## src/rtl/uart_rx_frame.sv

```systemverilog
// UART receiver with internal baud divider, mid-bit sampling, false-start
// rejection and per-word parity / framing / break status.
module uart_rx_frame #(
    parameter int unsigned P_SYSTEM_CLK      = 50_000_000,
    parameter int unsigned P_UART_BURD_RATE  = 9600,
    parameter int unsigned P_UART_DATA_WIDTH = 8,
    parameter int unsigned P_UART_CHECK_ON   = 0,
    parameter int unsigned P_UART_STOP_WIDTH = 1
) (
    input  logic                         i_clk,
    input  logic                         i_rst,
    input  logic                         i_uart_rx,
    output logic [P_UART_DATA_WIDTH-1:0] o_uart_rx_data,
    output logic                         o_uart_rx_valid,
    output logic                         o_parity_err,
    output logic                         o_frame_err,
    output logic                         o_break,
    output logic                         o_busy
);

    localparam int unsigned P_BIT_CNT = P_SYSTEM_CLK / P_UART_BURD_RATE;
    localparam int unsigned P_HALF    = P_BIT_CNT / 2;
    localparam int unsigned CntW      = $clog2(P_BIT_CNT);
    // Index counter is shared by data bits and stop bits.
    localparam int unsigned IdxW      = $clog2(P_UART_DATA_WIDTH + 1);

    localparam logic [CntW-1:0] CntBitLast  = CntW'(P_BIT_CNT - 1);
    localparam logic [CntW-1:0] CntHalfLast = CntW'(P_HALF - 1);
    localparam logic [IdxW-1:0] IdxDataLast = IdxW'(P_UART_DATA_WIDTH - 1);
    localparam logic [IdxW-1:0] IdxStopLast = IdxW'(P_UART_STOP_WIDTH - 1);

    typedef enum logic [2:0] {
        StIdle,
        StStart,
        StData,
        StParity,
        StStop,
        StDone
    } state_e;

    // Synchroniser and edge detect.
    logic [1:0] r_rx_sync;
    logic       r_rx_prev;
    logic       rx_s;
    logic       rx_fall;

    state_e                       state_q, state_d;
    logic [CntW-1:0]              cnt_q, cnt_d;
    logic [IdxW-1:0]              idx_q, idx_d;
    logic [P_UART_DATA_WIDTH-1:0] shift_q, shift_d;
    logic                         par_q, par_d;
    logic                         ferr_acc_q, ferr_acc_d;

    logic [P_UART_DATA_WIDTH-1:0] data_q, data_d;
    logic                         valid_q, valid_d;
    logic                         perr_q, perr_d;
    logic                         ferr_q, ferr_d;
    logic                         brk_q, brk_d;

    logic cnt_bit_last;
    logic ferr_now;
    logic par_xor;
    logic perr_calc;

    assign rx_s    = r_rx_sync[1];
    // Previous value resets to 0, so a line held low through reset never
    // looks like a falling edge.
    assign rx_fall = r_rx_prev & ~rx_s;

    assign cnt_bit_last = (cnt_q == CntBitLast);
    assign ferr_now     = ferr_acc_q | ~rx_s;
    assign par_xor      = (^shift_q) ^ par_q;
    assign perr_calc    = (P_UART_CHECK_ON == 1) ? ~par_xor :
                          ((P_UART_CHECK_ON == 2) ? par_xor : 1'b0);

    // Two-flop synchroniser plus previous-value flop for edge detection.
    always_ff @(posedge i_clk) begin
        if (i_rst) begin
            r_rx_sync <= 2'b00;
            r_rx_prev <= 1'b0;
        end else begin
            r_rx_sync <= {r_rx_sync[0], i_uart_rx};
            r_rx_prev <= r_rx_sync[1];
        end
    end

    // FSM state, bit timing, shift register and registered outputs.
    always_ff @(posedge i_clk) begin
        if (i_rst) begin
            state_q    <= StIdle;
            cnt_q      <= '0;
            idx_q      <= '0;
            shift_q    <= '0;
            par_q      <= 1'b0;
            ferr_acc_q <= 1'b0;
            data_q     <= '0;
            valid_q    <= 1'b0;
            perr_q     <= 1'b0;
            ferr_q     <= 1'b0;
            brk_q      <= 1'b0;
        end else begin
            state_q    <= state_d;
            cnt_q      <= cnt_d;
            idx_q      <= idx_d;
            shift_q    <= shift_d;
            par_q      <= par_d;
            ferr_acc_q <= ferr_acc_d;
            data_q     <= data_d;
            valid_q    <= valid_d;
            perr_q     <= perr_d;
            ferr_q     <= ferr_d;
            brk_q      <= brk_d;
        end
    end

    // Next-state logic: every bit after start is sampled at the last count
    // of its bit period, which lands mid-bit because START only waits half.
    always_comb begin
        state_d    = state_q;
        cnt_d      = cnt_q;
        idx_d      = idx_q;
        shift_d    = shift_q;
        par_d      = par_q;
        ferr_acc_d = ferr_acc_q;
        data_d     = data_q;
        valid_d    = 1'b0;
        perr_d     = perr_q;
        ferr_d     = ferr_q;
        brk_d      = 1'b0;

        case (state_q)
            StIdle: begin
                if (rx_fall) begin
                    state_d = StStart;
                    cnt_d   = '0;
                end
            end
            StStart: begin
                if (cnt_q == CntHalfLast) begin
                    cnt_d      = '0;
                    idx_d      = '0;
                    par_d      = 1'b0;
                    ferr_acc_d = 1'b0;
                    // High at mid start bit is a glitch, not a frame.
                    state_d    = rx_s ? StIdle : StData;
                end else begin
                    cnt_d = cnt_q + 1'b1;
                end
            end
            StData: begin
                if (cnt_bit_last) begin
                    cnt_d   = '0;
                    shift_d = {rx_s, shift_q[P_UART_DATA_WIDTH-1:1]};
                    if (idx_q == IdxDataLast) begin
                        idx_d   = '0;
                        state_d = (P_UART_CHECK_ON > 0) ? StParity : StStop;
                    end else begin
                        idx_d = idx_q + 1'b1;
                    end
                end else begin
                    cnt_d = cnt_q + 1'b1;
                end
            end
            StParity: begin
                if (cnt_bit_last) begin
                    cnt_d   = '0;
                    par_d   = rx_s;
                    state_d = StStop;
                end else begin
                    cnt_d = cnt_q + 1'b1;
                end
            end
            StStop: begin
                if (cnt_bit_last) begin
                    cnt_d      = '0;
                    ferr_acc_d = ferr_now;
                    if (idx_q == IdxStopLast) begin
                        // Publish the word together with its status flags.
                        state_d = StDone;
                        valid_d = 1'b1;
                        data_d  = shift_q;
                        perr_d  = perr_calc;
                        ferr_d  = ferr_now;
                        brk_d   = (shift_q == '0) && !par_q && ferr_now;
                    end else begin
                        idx_d = idx_q + 1'b1;
                    end
                end else begin
                    cnt_d = cnt_q + 1'b1;
                end
            end
            StDone: begin
                state_d = StIdle;
            end
            default: begin
                state_d = StIdle;
            end
        endcase
    end

    assign o_uart_rx_data  = data_q;
    assign o_uart_rx_valid = valid_q;
    assign o_parity_err    = perr_q;
    assign o_frame_err     = ferr_q;
    assign o_break         = brk_q;
    assign o_busy          = (state_q != StIdle);

endmodule

```

## config.mk

```make
export PLATFORM = sky130hd
export DESIGN_NAME = uart_rx_frame
export DESIGN_NICKNAME = d
export VERILOG_FILES = /design/src/rtl/uart_rx_frame.sv
export SDC_FILE = /design/constraint.sdc
export NUM_CORES = 1
export LEC_CHECK = 0
export BUFFER_PORTS_ARGS = -buffer_cell sky130_fd_sc_hd__buf_2
export CORE_MARGIN = 1.5
export CORE_UTILIZATION = 25
export CTS_CLUSTER_SIZE = 28
export DETAILED_ROUTE_END_ITERATION = 7
export PLACE_DENSITY = 0.42
export SETUP_SLACK_MARGIN = 0.15
export SYNTH_ARGS = -nofsm -noshare
export SYNTH_HDL_FRONTEND = slang
export SYNTH_SLANG_ARGS = --single-unit
```

## constraint.sdc

```tcl
create_clock -name i_clk -period 2.35 [get_ports i_clk]
set_input_delay 0.47 -clock i_clk [delete_from_list [all_inputs] [get_ports i_clk]]
set_output_delay 0.47 -clock i_clk [all_outputs]
set_load 0.02 [all_outputs]
```

* Word level (Yosys, flattened, before mapping) *
Cells that the tools add are included.

operators by class
  bitwise operators = 6
  reduce and logical (&&, ||, !) cells = 21
  muxes and demuxes = 25
  equal/unequal tests = 15
  $add $sub $neg = 2

operators with widths
  kind                                             count
  2-to-1 mux 13 bit                                3
  one-hot mux 13 bit (3 select lines)              1
  2-to-1 mux 3 bit                                 7
  2-to-1 mux 4 bit                                 5
  inequality test 2 bit, second input constant     8
  one-hot mux 3 bit (5 select lines)               1
  adder 13 x 1 -> 13 bit, second input constant    1
  == test 13 x 12 -> 1 bit, second input constant  1
  == test 13 bit, second input constant            1
  one-hot mux 4 bit (3 select lines)               1
  AND reduction 3 bit                              3
  nonzero test 3 bit                               3
  logical NOT 8 bit                                1
  AND reduction 7 bit                              1
  == test 3 x 2 -> 1 bit, second input constant    2
  OR reduction 3 bit                               2
  AND reduction 5 bit                              1
  adder 4 x 1 -> 4 bit, second input constant      1
  == test 4 x 3 -> 1 bit, second input constant    1
  logical NOT 4 bit                                1
  2-to-1 mux 1 bit                                 4
  NOT 1 bit                                        4
  one-hot mux 1 bit (2 select lines)               2
  AND reduction 2 bit                              2
  other kinds (10)                                 12

word-level totals
  word-level logic and storage cells = 81
  output and inout port bits = 13
  input port bits = 3
  bits in registers = 44

* Logic depth before layout (Yosys ltp) *
Gate-level depths: netlist (run 1).

  depth after elaboration = 4
  mapped depth = 7
  mapped depth without buffers = 7

* Worst setup path after synthesis (run 1) *
OpenSTA, ideal clock, no wires.

  path type = register to register
  from = register cnt_q[0]
  to = register state_q[1]
  cell stages (with the launch flop) = 7
  path buffers = 0
  data required time = 2280 ps
  data arrival time = 1903 ps
  slack = 377 ps
  period minus slack after synthesis = 1973 ps
  setup time = 70 ps
  path through = dfxtp_1 ha_1 nor3b_4 nand4_1 a22o_4 or4_1 a21oi_1

between the ends
  cells in the longest elaborated chain, start to end = 3
  elaborated cells between the ends (all ways) = 7
  those cells by class = eq/ne: 6; reduce/logical: 1

ends and longest elaborated chain
  what                                                        RTL line  RTL
  start: declaration                                          48        logic [CntW-1:0] cnt_q, cnt_d;
  start signal: assignment                                    103       cnt_q <= cnt_d;
  == test 13 x 12 -> 1 bit or == test 13 bit (tied branches)  139, 70
  inequality test 2 bit (no source line)                      n/a
  AND reduction 7 bit (no source line) *                      n/a
  end signal: assignment                                      90        state_q <= StIdle;
  end signal: assignment                                      102       state_q <= state_d;
  end: declaration                                            47        state_e state_q, state_d;

Every way passes the cells marked *; elsewhere a longest branch is shown, timed or not.
A chain may end at the register's enable or synchronous reset.

* Final worst setup path (run 1) *
  from = register cnt_q[1]
  to = register state_q[1]

The elaborated chain is that of the path after synthesis.

==> results of run 1 <==
[state kept, by name (all words and copies together) (netlist names)]
name             count
state_q              3
r_rx_prev            1
o_uart_rx_valid      1
ferr_acc_q           1
par_q                1
shift_q              8
idx_q                4
cnt_q               13
o_frame_err          1
o_break              1
o_uart_rx_data       8
r_rx_sync            2
[cell type report]
type / count / area share, %
Clock buffer: 5 / 2.81
Clock inverter: 3 / 1.94
Inverter: 5 / 0.766
Multi-Input combinational cell: 173 / 47.4
Sequential cell: 44 / 36.1
Tap cell: 105 / 5.37
Timing Repair Buffer: 23 / 5.62
[metal layers]
metal	up-vias	global-route usage [%]	part of all wire, %
met1	782	15.8	53
met5	-	0	0
met2	17	17.3	44
met4	0	3.73	0.99
met3	2	2.63	2.8
li1	871	-	-
[power breakdown]
group          switching (W)  total (W)  internal (W)
registers         0.00000478   0.000754      0.000749
logic              0.0000388  0.0000585     0.0000197
clock network       0.000274   0.000595      0.000320
total               0.000318    0.00141       0.00109
[timing repair]
action | in CTS | in global routing
buffers inserted | 0 | 1
resized for setup | 0 | 5
setup endpoints to repair | 0 | 14
[cell usage after synthesis, types with 3 or more instances]
library cell	instances
o21ai_0	6
xor2_1	4
mux2i_1	16
a211oi_1	4
nand2_1	15
nand4_1	6
buf_2	3
ha_1	3
a21o_1	3
a31oi_1	3
xnor2_1	4
nand3_1	10
nand3b_1	5
inv_1	5
nor3_1	9
a21oi_1	10
a22oi_1	3
nor2b_1	6
nor2_1	32
dfxtp_1	44
buf_6	3
nand2b_1	4
nor4_1	4
[worst max-delay path by stage]
stage                  to  slack [ps]
3_5_place_dp   state_q[1]         200
4_1_cts        state_q[1]         160
2_1_floorplan  state_q[1]         380
6_report       state_q[1]         270
3_3_place_gp   state_q[1]         240
5_1_grt        state_q[1]         130
[critical path: stages (launching register included)]
cell and delay (ps):
dfxtp_1 400, ha_4 180, nor3b_4 260, nand4_4 230, a22o_4 320, or4_1 480
a21oi_1 150
[metrics by stage]
| stage | setup slack [ps] | power [W] | util [%] | instances |
|---|---|---|---|---|
| floorplan | 377 | 0.000813 | - | 233 |
| global placement | 241 | 0.000830 | 28.0 | 349 |
| detailed placement | 196 | 0.000830 | 28.0 | 349 |
| CTS | 163 | 0.00144 | 29.5 | 357 |
| global route | 133 | 0.00148 | 29.8 | 358 |
| finish | 271 | 0.00141 | 29.8 | 358 |
[cells by family after synthesis]
family | after synthesis | share of synthesized area (%)
and+or+nand+nor | 109 | 29.5
DFF | 44 | 41.6
AOI/OAI and AO/OA | 36 | 11.5
muxes | 16 | 7.56
buffers and inverters | 16 | 4.61
xor gates and xnor gates | 8 | 3.31
adders and majority gates | 3 | 1.77
other | 1 | 0.177
==> out/qor.csv, run 1 <==
stage,metric,value,unit
logic_synthesis,synth-edff-count,0,
cts,root_buffer,clkbuf_8,
floorplan,fp.coreArea,0.00822,mm^2
floorplan,die_x,95.0,um
drt,firstDrtPassIters,4,
cts,clk_pin_slew,90,ps
sta,relSlewSlack,58.9,%
placed_design,hpwl,3270,um
grt,grt_use_total,11.4,%
logic_synthesis,syn_inst,233,
min_path,hold_class,in2reg,
cts,clock-sinks,44,
setup_path,required,2580,ps
setup_path,worstPathMaxFanout,10,
min_path,hold_depth,2,
placed_design,placedInstanceArea,0.00230,mm^2
grt,grt_max_degree,32,
setup_path,crit_path_end_kind,register,
setup_path,crit_path_start,cnt_q[1],
placed_design,io_buffers,14,
logic_synthesis,synth_area_leader_cell,dfxtp_1,
sta,hold_violations,0,
cells_and_area,stdcell_area,0.00245,mm^2
setup_path,r2r_start,cnt_q[1],
cts,cts_tree,built,
sta,worst_slew_pin_slew,613,ps
setup_path,rrSetupSlack,270,ps
cells_and_area,mostFrequentLayoutCell,dfxtp_1,
floorplan,die_h,95.0,um
min_path,holdPathEnd,r_rx_sync[0],
sta,finalCriticalPeriod,2080,ps
setup_path,cp-start-kind,register,
floorplan,rows,33,
cts,clock_latency,300,ps
drt,drt_iter0_drc,78,
sta,fin_skew,11.4,ps
sta,holdWs,396,ps
drt,post_drt_via_cell_ratio,4.67,
sta,maxSlewViolCount,0,
logic_synthesis,synth_seq_cells,44,
cells_and_area,antenna_cells,0,
floorplan,start_util,25.8,%
setup_path,cp_data_arrival_time,2310,ps
min_path,min_from,i_uart_rx,
outcome,outcome,completed,
drt,wirelength,4660,um
run,drv_cap,0,
logic_synthesis,synth_area_leaders,"dfxtp_1 (42%), mux2i_1 (7.6%), nor2_1 (5.7%)",
cells_and_area,drive_above_1_share,18.6,%
logic_synthesis,synth-seq-area-share,41.6,%
cts,clockBufferDepth,2,
logic_synthesis,synth_top_area_share,41.6,%
logic_synthesis,syn_nets,239,
cells_and_area,ff_latch_area,883,um^2
logic_synthesis,async_reset_ff_share,0,%
grt,grt_pass1_vias,1615,
power_and_ir_drop,total_leakage_power,0.861,nW
grt,antenna_found_initial,0,
setup_path,worst-r2r-cell-count,6,
logic_synthesis,syn_avg_cell_area,9.09,um^2
floorplan,die_area,0.00903,mm^2
cells_and_area,multi_input_area,0.00116,mm^2
power_and_ir_drop,power_density,575,mW/mm^2
power_and_ir_drop,ir_drop,255,uV
drt,post-route-drc-count,0,
cells_and_area,fin_nets,258,
logic_synthesis,ys_warn_count,0,
sta,fmax,0.481,GHz
floorplan,io_pins,16,
logic_synthesis,synth_area,0.00212,mm^2
setup_path,worstSetupPathType,reg2reg,
logic_synthesis,synth_top_flop_cell,dfxtp_1,
cts,cts_hold_buf,0,
cells_and_area,final_cell_mix,"dfxtp_1 (42), nor2_1 (32), mux2i_1 (16)",
sta,fin_crit_sh,88.4,%
drt,wl_per_cell,13.0,um
drt,drtAntennaViolNets,0,
cts,cts_buffers,5,
sta,rsz0062_at_grt,true,
grt,grt_pass1_wl,7950,um
sta,finalSetupViolations,0,
cts,cts_max_level,2,
drt,vias,1672,
placed_design,gp_congestion,0.714,
sta,setup_tns,0,ps
grt,gr-total-overflow,0,
cells_and_area,syn_to_final_growth,15.7,%
setup_path,reg2reg_to,state_q[1],
cells_and_area,nFillCells,887,
logic_synthesis,synth_cell_types,49,
Power figures use the tool's default switching activity.
==> inputs of run 2 (changes only) <==
--- a/config.mk
+++ b/config.mk
@@ -5,12 +5,13 @@
 export SDC_FILE = /design/constraint.sdc
 export NUM_CORES = 1
 export LEC_CHECK = 0
-export BUFFER_PORTS_ARGS = -buffer_cell sky130_fd_sc_hd__buf_2
 export CORE_MARGIN = 1.5
 export CORE_UTILIZATION = 25
 export CTS_CLUSTER_SIZE = 28
 export DETAILED_ROUTE_END_ITERATION = 7
-export PLACE_DENSITY = 0.42
+export DONT_BUFFER_PORTS = 1
+export PLACE_DENSITY = 0.36
+export RECOVER_POWER = 100
 export SETUP_SLACK_MARGIN = 0.15
 export SYNTH_ARGS = -nofsm -noshare
 export SYNTH_HDL_FRONTEND = slang
==> run 2 against run 1 <==
Clock-buffer cell count increased by 1. Sequential share of layout area increased by 2.1 points. Final cell count decreased by 3.9%. Design area decreased by 5.7%. Hold slack got worse by 170 ps. Routed wire length increased by 5.7%. Core utilization decreased by 1.7 points. Non-clock buffer count decreased by 14. Critical endpoint unchanged. Via count decreased by 4.4%.
==> out/qor.csv, run 2 (synthesis gave the netlist of run 1 again) <==
stage,metric,value,unit,change
outcome,outcome,completed,,
grt,grt_pass1_vias,1537,,-4.8%
drt,post-route-drc-count,0,,unchanged
placed_design,hpwl,3440,um,+5.0%
cts,cts_max_level,2,,unchanged
grt,antenna_found_initial,0,,unchanged
cells_and_area,nFillCells,895,,+0.90%
power_and_ir_drop,total_leakage_power,0.756,nW,-12%
grt,gr-total-overflow,0,,unchanged
grt,grt_max_degree,39,,+22%
placed_design,dp_slack,303,ps,+107 ps
floorplan,io_pins,16,,unchanged
drt,firstDrtPassIters,5,,+1
setup_path,worstSetupPathType,reg2reg,,
cts,clock-sinks,44,,unchanged
drt,wirelength,4920,um,+5.7%
cells_and_area,final_cells,344,,-3.9%
cells_and_area,drive_above_1_share,10.5,%,-8.1 points
power_and_ir_drop,internal_power,0.00100,W,-8.1%
cts,post_cts_buffers,0,,unchanged
placed_design,gp_congestion,0.780,,+9.2%
floorplan,die_h,95.0,um,unchanged
cells_and_area,mostFrequentLayoutCell,dfxtp_1,,
sta,fin_crit_sh,90.2,%,+1.8 points
sta,fin_skew,6.35,ps,-5.06 ps
setup_path,worstPathMaxFanout,9,,-1
setup_path,slowest_delay,510,ps,+30 ps
sta,finalSetupViolations,0,,unchanged
drt,drtAntennaViolNets,0,,unchanged
cells_and_area,syn_to_final_growth,9.10,%,
sta,maxSlewViolCount,0,,unchanged
cells_and_area,largest_reg_flops,13,,unchanged
sta,fin_ws,229,ps,-42.1 ps
setup_path,cp-start-kind,register,,
floorplan,rows,33,,unchanged
sta,hold_violations,0,,unchanged
power_and_ir_drop,p_comb_share,3.2,%,-1.0 points
setup_path,crit_path_end_kind,register,,
power_and_ir_drop,swShare,23.1,%,+0.51 points
placed_design,dpl.cell_count,336,,-3.7%
grt,grt_use_total,11.6,%,+0.21 points
sta,setup_tns,0,ps,unchanged
power_and_ir_drop,ir_drop,173,uV,-32%
cts,cts_tree,built,,
floorplan,fp.coreArea,0.00822,mm^2,unchanged
sta,worst_slew_pin_slew,589,ps,-24.0 ps
drt,drt_iter0_drc,64,,-18%
sta,rsz0062_at_grt,false,,
floorplan,die_area,0.00903,mm^2,unchanged
floorplan,die_x,95.0,um,unchanged
power_and_ir_drop,switchingPower,0.000301,W,-5.4%
sta,finalCriticalPeriod,2120,ps,+42.1 ps
drt,post_drt_via_cell_ratio,4.65,,-0.47%
cells_and_area,top_register,cnt_q,,
drt,vias,1599,,-4.4%
setup_path,slowest_stage,or4_1,,
cts,clockBufferDepth,2,,unchanged
cts,clock_latency,290,ps,about the same
drt,wl_per_cell,14.3,um,+10%
setup_path,required,2580,ps,about the same
cells_and_area,final_cell_mix,"dfxtp_1 (44), nor2_1 (32), mux2i_1 (16)",,
floorplan,start_util,25.8,%,unchanged
cts,cts_hold_buf,0,,unchanged
cells_and_area,antenna_cells,0,,unchanged
setup_path,crit_chain,ha_1 -> nor3b_4 -> nand4_1 -> a22o_1 -> or4_1 -> a21oi_1,,
grt,grt_pass1_wl,7990,um,+0.53%
placed_design,io_buffers,0,,-14
run,drv_cap,0,,unchanged
min_path,hold_class,in2reg,,
cells_and_area,fin_nets,244,,-5.4%
cts,clk_pin_slew,90,ps,about the same
sta,fmax,0.472,GHz,-2.0%
sta,relSlewSlack,60.5,%,+1.6 points
power_and_ir_drop,p_clk_share,39.0,%,-3.3 points
cts,cts_buffers,5,,unchanged
power_and_ir_drop,power_density,564,mW/mm^2,-1.9%
setup_path,rrSetupSlack,230,ps,-40 ps
cts,root_buffer,clkbuf_8,,
setup_path,cp_data_arrival_time,2350,ps,+40 ps
power_and_ir_drop,p_seq_share,57.8,%,+4.2 points
==> run 2: what timing repair did <==
item / 4_1_cts / 5_1_grt
endpoints found under the hold margin: 0 / 0
gates resized for setup: 0 / 2
endpoints found under the setup margin: 0 / 4
==> run 2: power groups by stage <==
stage,logic (W),clock network [W],registers [W]
global placement,0.0000448,0,0.000770
finish,0.0000421,0.000507,0.000752
floorplan,0.0000435,0,0.000770
global route,0.0000471,0.000564,0.000754
detailed placement,0.0000442,0,0.000771
CTS,0.0000443,0.000536,0.000753
==> run 2: final cells by class <==
class / count / area (um^2) / share of cell area (%)
Clock buffer: 6 / 82.6 / 3.58
Clock inverter: 2 / 15.0 / 0.650
Inverter: 5 / 18.8 / 0.813
Multi-Input combinational cell: 173 / 1120 / 48.6
Sequential cell: 44 / 881 / 38.1
Tap cell: 105 / 131 / 5.69
Timing Repair Buffer: 9 / 57.6 / 2.49
==> run 2: worst max-delay path: cells and delay by family (launching register included) <==
kind,cells,cell delay [ps]
simple gates,3,950
fa+ha+maj,1,180
compound gates,2,540
flops,1,380
==> run 2: metal layers <==
layer / vias up / track usage (%) / wire length [um]
li1: 838 / - / -
met2: 19 / 18.6 / 2180
met5: - / 0 / 0
met3: 4 / 2.71 / 134
met1: 738 / 15.5 / 2560
met4: 0 / 3.36 / 46
==> run 2: metrics by stage <==
| step | util, % | hold slack [ps] | power [W] | cell area (um^2) |
|---|---|---|---|---|
| after detailed placement | 27.3 | 430 | 0.000815 | 2240 |
| after global routing | 28.1 | 213 | 0.00136 | 2310 |
| after CTS | 28.5 | 219 | 0.00133 | 2340 |
| final | 28.1 | 230 | 0.00130 | 2310 |
| after global placement | 27.3 | 418 | 0.000815 | 2240 |
| after floorplan | - | 414 | 0.000813 | 2120 |
==> run 2: worst paths after layout <==
path	end	start	cells past startpoint
worst max-delay path	state_q[1]	cnt_q[0]	6
worst min-delay path	r_rx_sync[1]	i_rst	1
worst max register to register	state_q[1]	cnt_q[0]	6
worst min register to register	r_rx_sync[1]	r_rx_sync[0]	1
==> inputs of run 3 (changes only) <==
--- a/config.mk
+++ b/config.mk
@@ -10,6 +10,7 @@
 export CTS_CLUSTER_SIZE = 28
 export DETAILED_ROUTE_END_ITERATION = 7
 export DONT_BUFFER_PORTS = 1
+export GPL_ROUTABILITY_DRIVEN = 0
 export PLACE_DENSITY = 0.36
 export RECOVER_POWER = 100
 export SETUP_SLACK_MARGIN = 0.15
==> constraint.sdc (replaced) <==
create_clock -name i_clk -period 2.1 [get_ports i_clk]
set_input_delay 0.42 -clock i_clk [delete_from_list [all_inputs] [get_ports i_clk]]
set_output_delay 0.42 -clock i_clk [all_outputs]
set_load 0.02 [all_outputs]
==> run 3 against run 2 <==
Register-to-register slack got worse by 90 ps. Setup slack got worse by 88 ps. Via count rose by 4.2%. Largest cell class unchanged. Largest power group unchanged. Highest routed layer unchanged.
==> out/qor.csv, run 3 (synthesis gave the netlist of run 1 again) <==
stage,metric,value,unit,change
outcome,outcome,completed,,
power_and_ir_drop,power_density,642,mW/mm^2,+14%
grt,grt_use_total,11.4,%,-0.16 points
drt,wl_per_cell,13.8,um,-3.5%
cells_and_area,final_util,29.9,%,+1.8 points
cts,clk_pin_slew,100,ps,about the same
cells_and_area,multi_input_area,0.00118,mm^2,+5.2%
floorplan,rows,33,,unchanged
cells_and_area,nFillCells,868,,-3.0%
floorplan,die_h,95.0,um,unchanged
power_and_ir_drop,total_leakage_power,0.809,nW,+7.0%
sta,fmax,0.511,GHz,+8.3%
cells_and_area,fin_nets,252,,+3.3%
setup_path,worstSetupPathType,reg2reg,,
cts,cts_tree,built,,
power_and_ir_drop,ir_drop,186,uV,+7.0%
sta,fin_crit_sh,93.3,%,+3.0 points
setup_path,path_buf_inv,1,,+1
sta,finalCriticalPeriod,1960,ps,-162 ps
sta,hold_violations,0,,unchanged
sta,fin_skew,14.6,ps,+8.22 ps
floorplan,io_pins,16,,unchanged
drt,wirelength,4860,um,-1.2%
setup_path,slowest_stage,dfxtp_1,,
setup_path,critPathTopFamily,compound AO/OA/AOI/OAI gates,,
cells_and_area,drive_above_1_share,16.2,%,+5.7 points
drt,drtAntennaViolNets,0,,unchanged
min_path,hold_depth,1,,unchanged
sta,maxSlewViolCount,0,,unchanged
cts,cts_max_level,2,,unchanged
cells_and_area,largest_reg_flops,13,,unchanged
cts,cts_hold_buf,0,,unchanged
grt,grt_pass1_wl,7890,um,-1.2%
min_path,min_from,i_rst,,
drt,vias,1666,,+4.2%
cells_and_area,syn_to_final_growth,16.0,%,
setup_path,cp-start-kind,register,,
setup_path,r2r_start,cnt_q[9],,
drt,post-route-drc-count,0,,unchanged
drt,drt_iter0_drc,54,,-16%
setup_path,cp_data_arrival_time,2160,ps,-190 ps
grt,antenna_found_initial,0,,unchanged
cts,clock-sinks,44,,unchanged
drt,firstDrtPassIters,4,,-1
setup_path,crit_chain,nor3b_1 -> nand4_1 -> a22o_4 -> clkbuf_1 -> o21ai_0 -> a21oi_2,,
setup_path,slowest_delay,420,ps,-90 ps
cells_and_area,antenna_cells,0,,unchanged
setup_path,crit_path_end_kind,register,,
placed_design,hpwl,3380,um,-1.7%
sta,rsz0062_at_grt,true,,
cts,clockBufferDepth,2,,unchanged
floorplan,die_area,0.00903,mm^2,unchanged
setup_path,worstPathMaxFanout,8,,-1
drt,post_drt_via_cell_ratio,4.73,,+1.8%
cts,clock_latency,310,ps,+20 ps
floorplan,fp.coreArea,0.00822,mm^2,unchanged
floorplan,die_x,95.0,um,unchanged
cells_and_area,ff_latch_area,887,um^2,+0.71%
power_and_ir_drop,finalPower,0.00158,W,+21%
cells_and_area,final_cell_mix,"dfxtp_1 (41), nor2_1 (32), mux2i_1 (16)",,
run,drv_cap,0,,unchanged
cts,cts_buffers,5,,unchanged
sta,finalSetupViolations,0,,unchanged
cts,root_buffer,clkbuf_8,,
placed_design,io_buffers,0,,unchanged
setup_path,required,2300,ps,-280 ps
sta,setup_tns,0,ps,unchanged
setup_path,worst-r2r-cell-count,6,,unchanged
grt,gr-total-overflow,0,,unchanged
cells_and_area,top_register,cnt_q,,
setup_path,rrSetupSlack,140,ps,-90 ps
setup_path,reg2reg_to,state_q[1],,
min_path,hold_class,in2reg,,
grt,grt_pass1_vias,1551,,+0.91%
grt,grt_max_degree,39,,unchanged
cells_and_area,mostFrequentLayoutCell,dfxtp_1,,
min_path,holdPathEnd,r_rx_sync[0],,
floorplan,start_util,25.8,%,unchanged
==> run 3: cell count changes in the layout (fill, tap and decap cells not counted), moves of 3 or more <==
cell / change
buf_4: +3
clkbuf_1: +3
dfxtp_1: -3
nor3_1: -4
nor3_2: +3
==> run 3: how the worst max path moves through the flow <==
stage | startpoint | cells after the start | slack [ps] | endpoint
2_1_floorplan | cnt_q[0] | 6 | 160 | state_q[1]
3_3_place_gp | cnt_q[0] | 6 | 130 | state_q[1]
3_5_place_dp | cnt_q[0] | 6 | 120 | state_q[1]
4_1_cts | cnt_q[1] | 6 | 160 | state_q[1]
5_1_grt | cnt_q[0] | 7 | 50 | state_q[1]
6_report | cnt_q[9] | 6 | 140 | state_q[1]
==> run 3: timing repair <==
item	4_1_cts	5_1_grt
resized for setup	3	12
setup endpoints to repair	9	31
setup buffers	3	1
pin swaps	2	5
==> run 3: report_power, final <==
group	switching, W	internal, W	total, W
clock	0.000322	0.000359	0.000681
sequential	0.00000365	0.000838	0.000842
combinational	0.0000341	0.0000194	0.0000536
==> run 3: stage by stage <==
stage               worst slack (ps)  area [um^2]  std cells  hold slack, ps
floorplan                        156         2120        233             414
global route                    45.1         2460        352             147
detailed placement               118         2290        340             425
finish                           142         2460        352             169
CTS                              158         2430        351             158
global placement                 131         2290        340             428
==> run 3: layout make-up <==
cell class	count	share of cell area, %
clock buffer	5	2.80
clock inverter	3	1.88
inverter	5	0.764
multi-input combinational	173	48.1
sequential	44	36.1
tap	105	5.35
timing repair buffer	17	4.94
==> run 3: metal layers <==
layer,vias up,share of wire [%],track usage (%)
met5,-,0,0
met4,0,1.4,4.10
met3,6,2.7,2.71
met2,20,47,19.0
met1,777,48,14.4
li1,863,-,-
==> run 3: worst reg2reg max path, cell delays in order (launching register included) <==
cell	delay, ps
dfxtp_1	420
nor3b_1	330
nand4_1	210
a22o_4	300
clkbuf_1	200
o21ai_0	300
a21oi_2	90
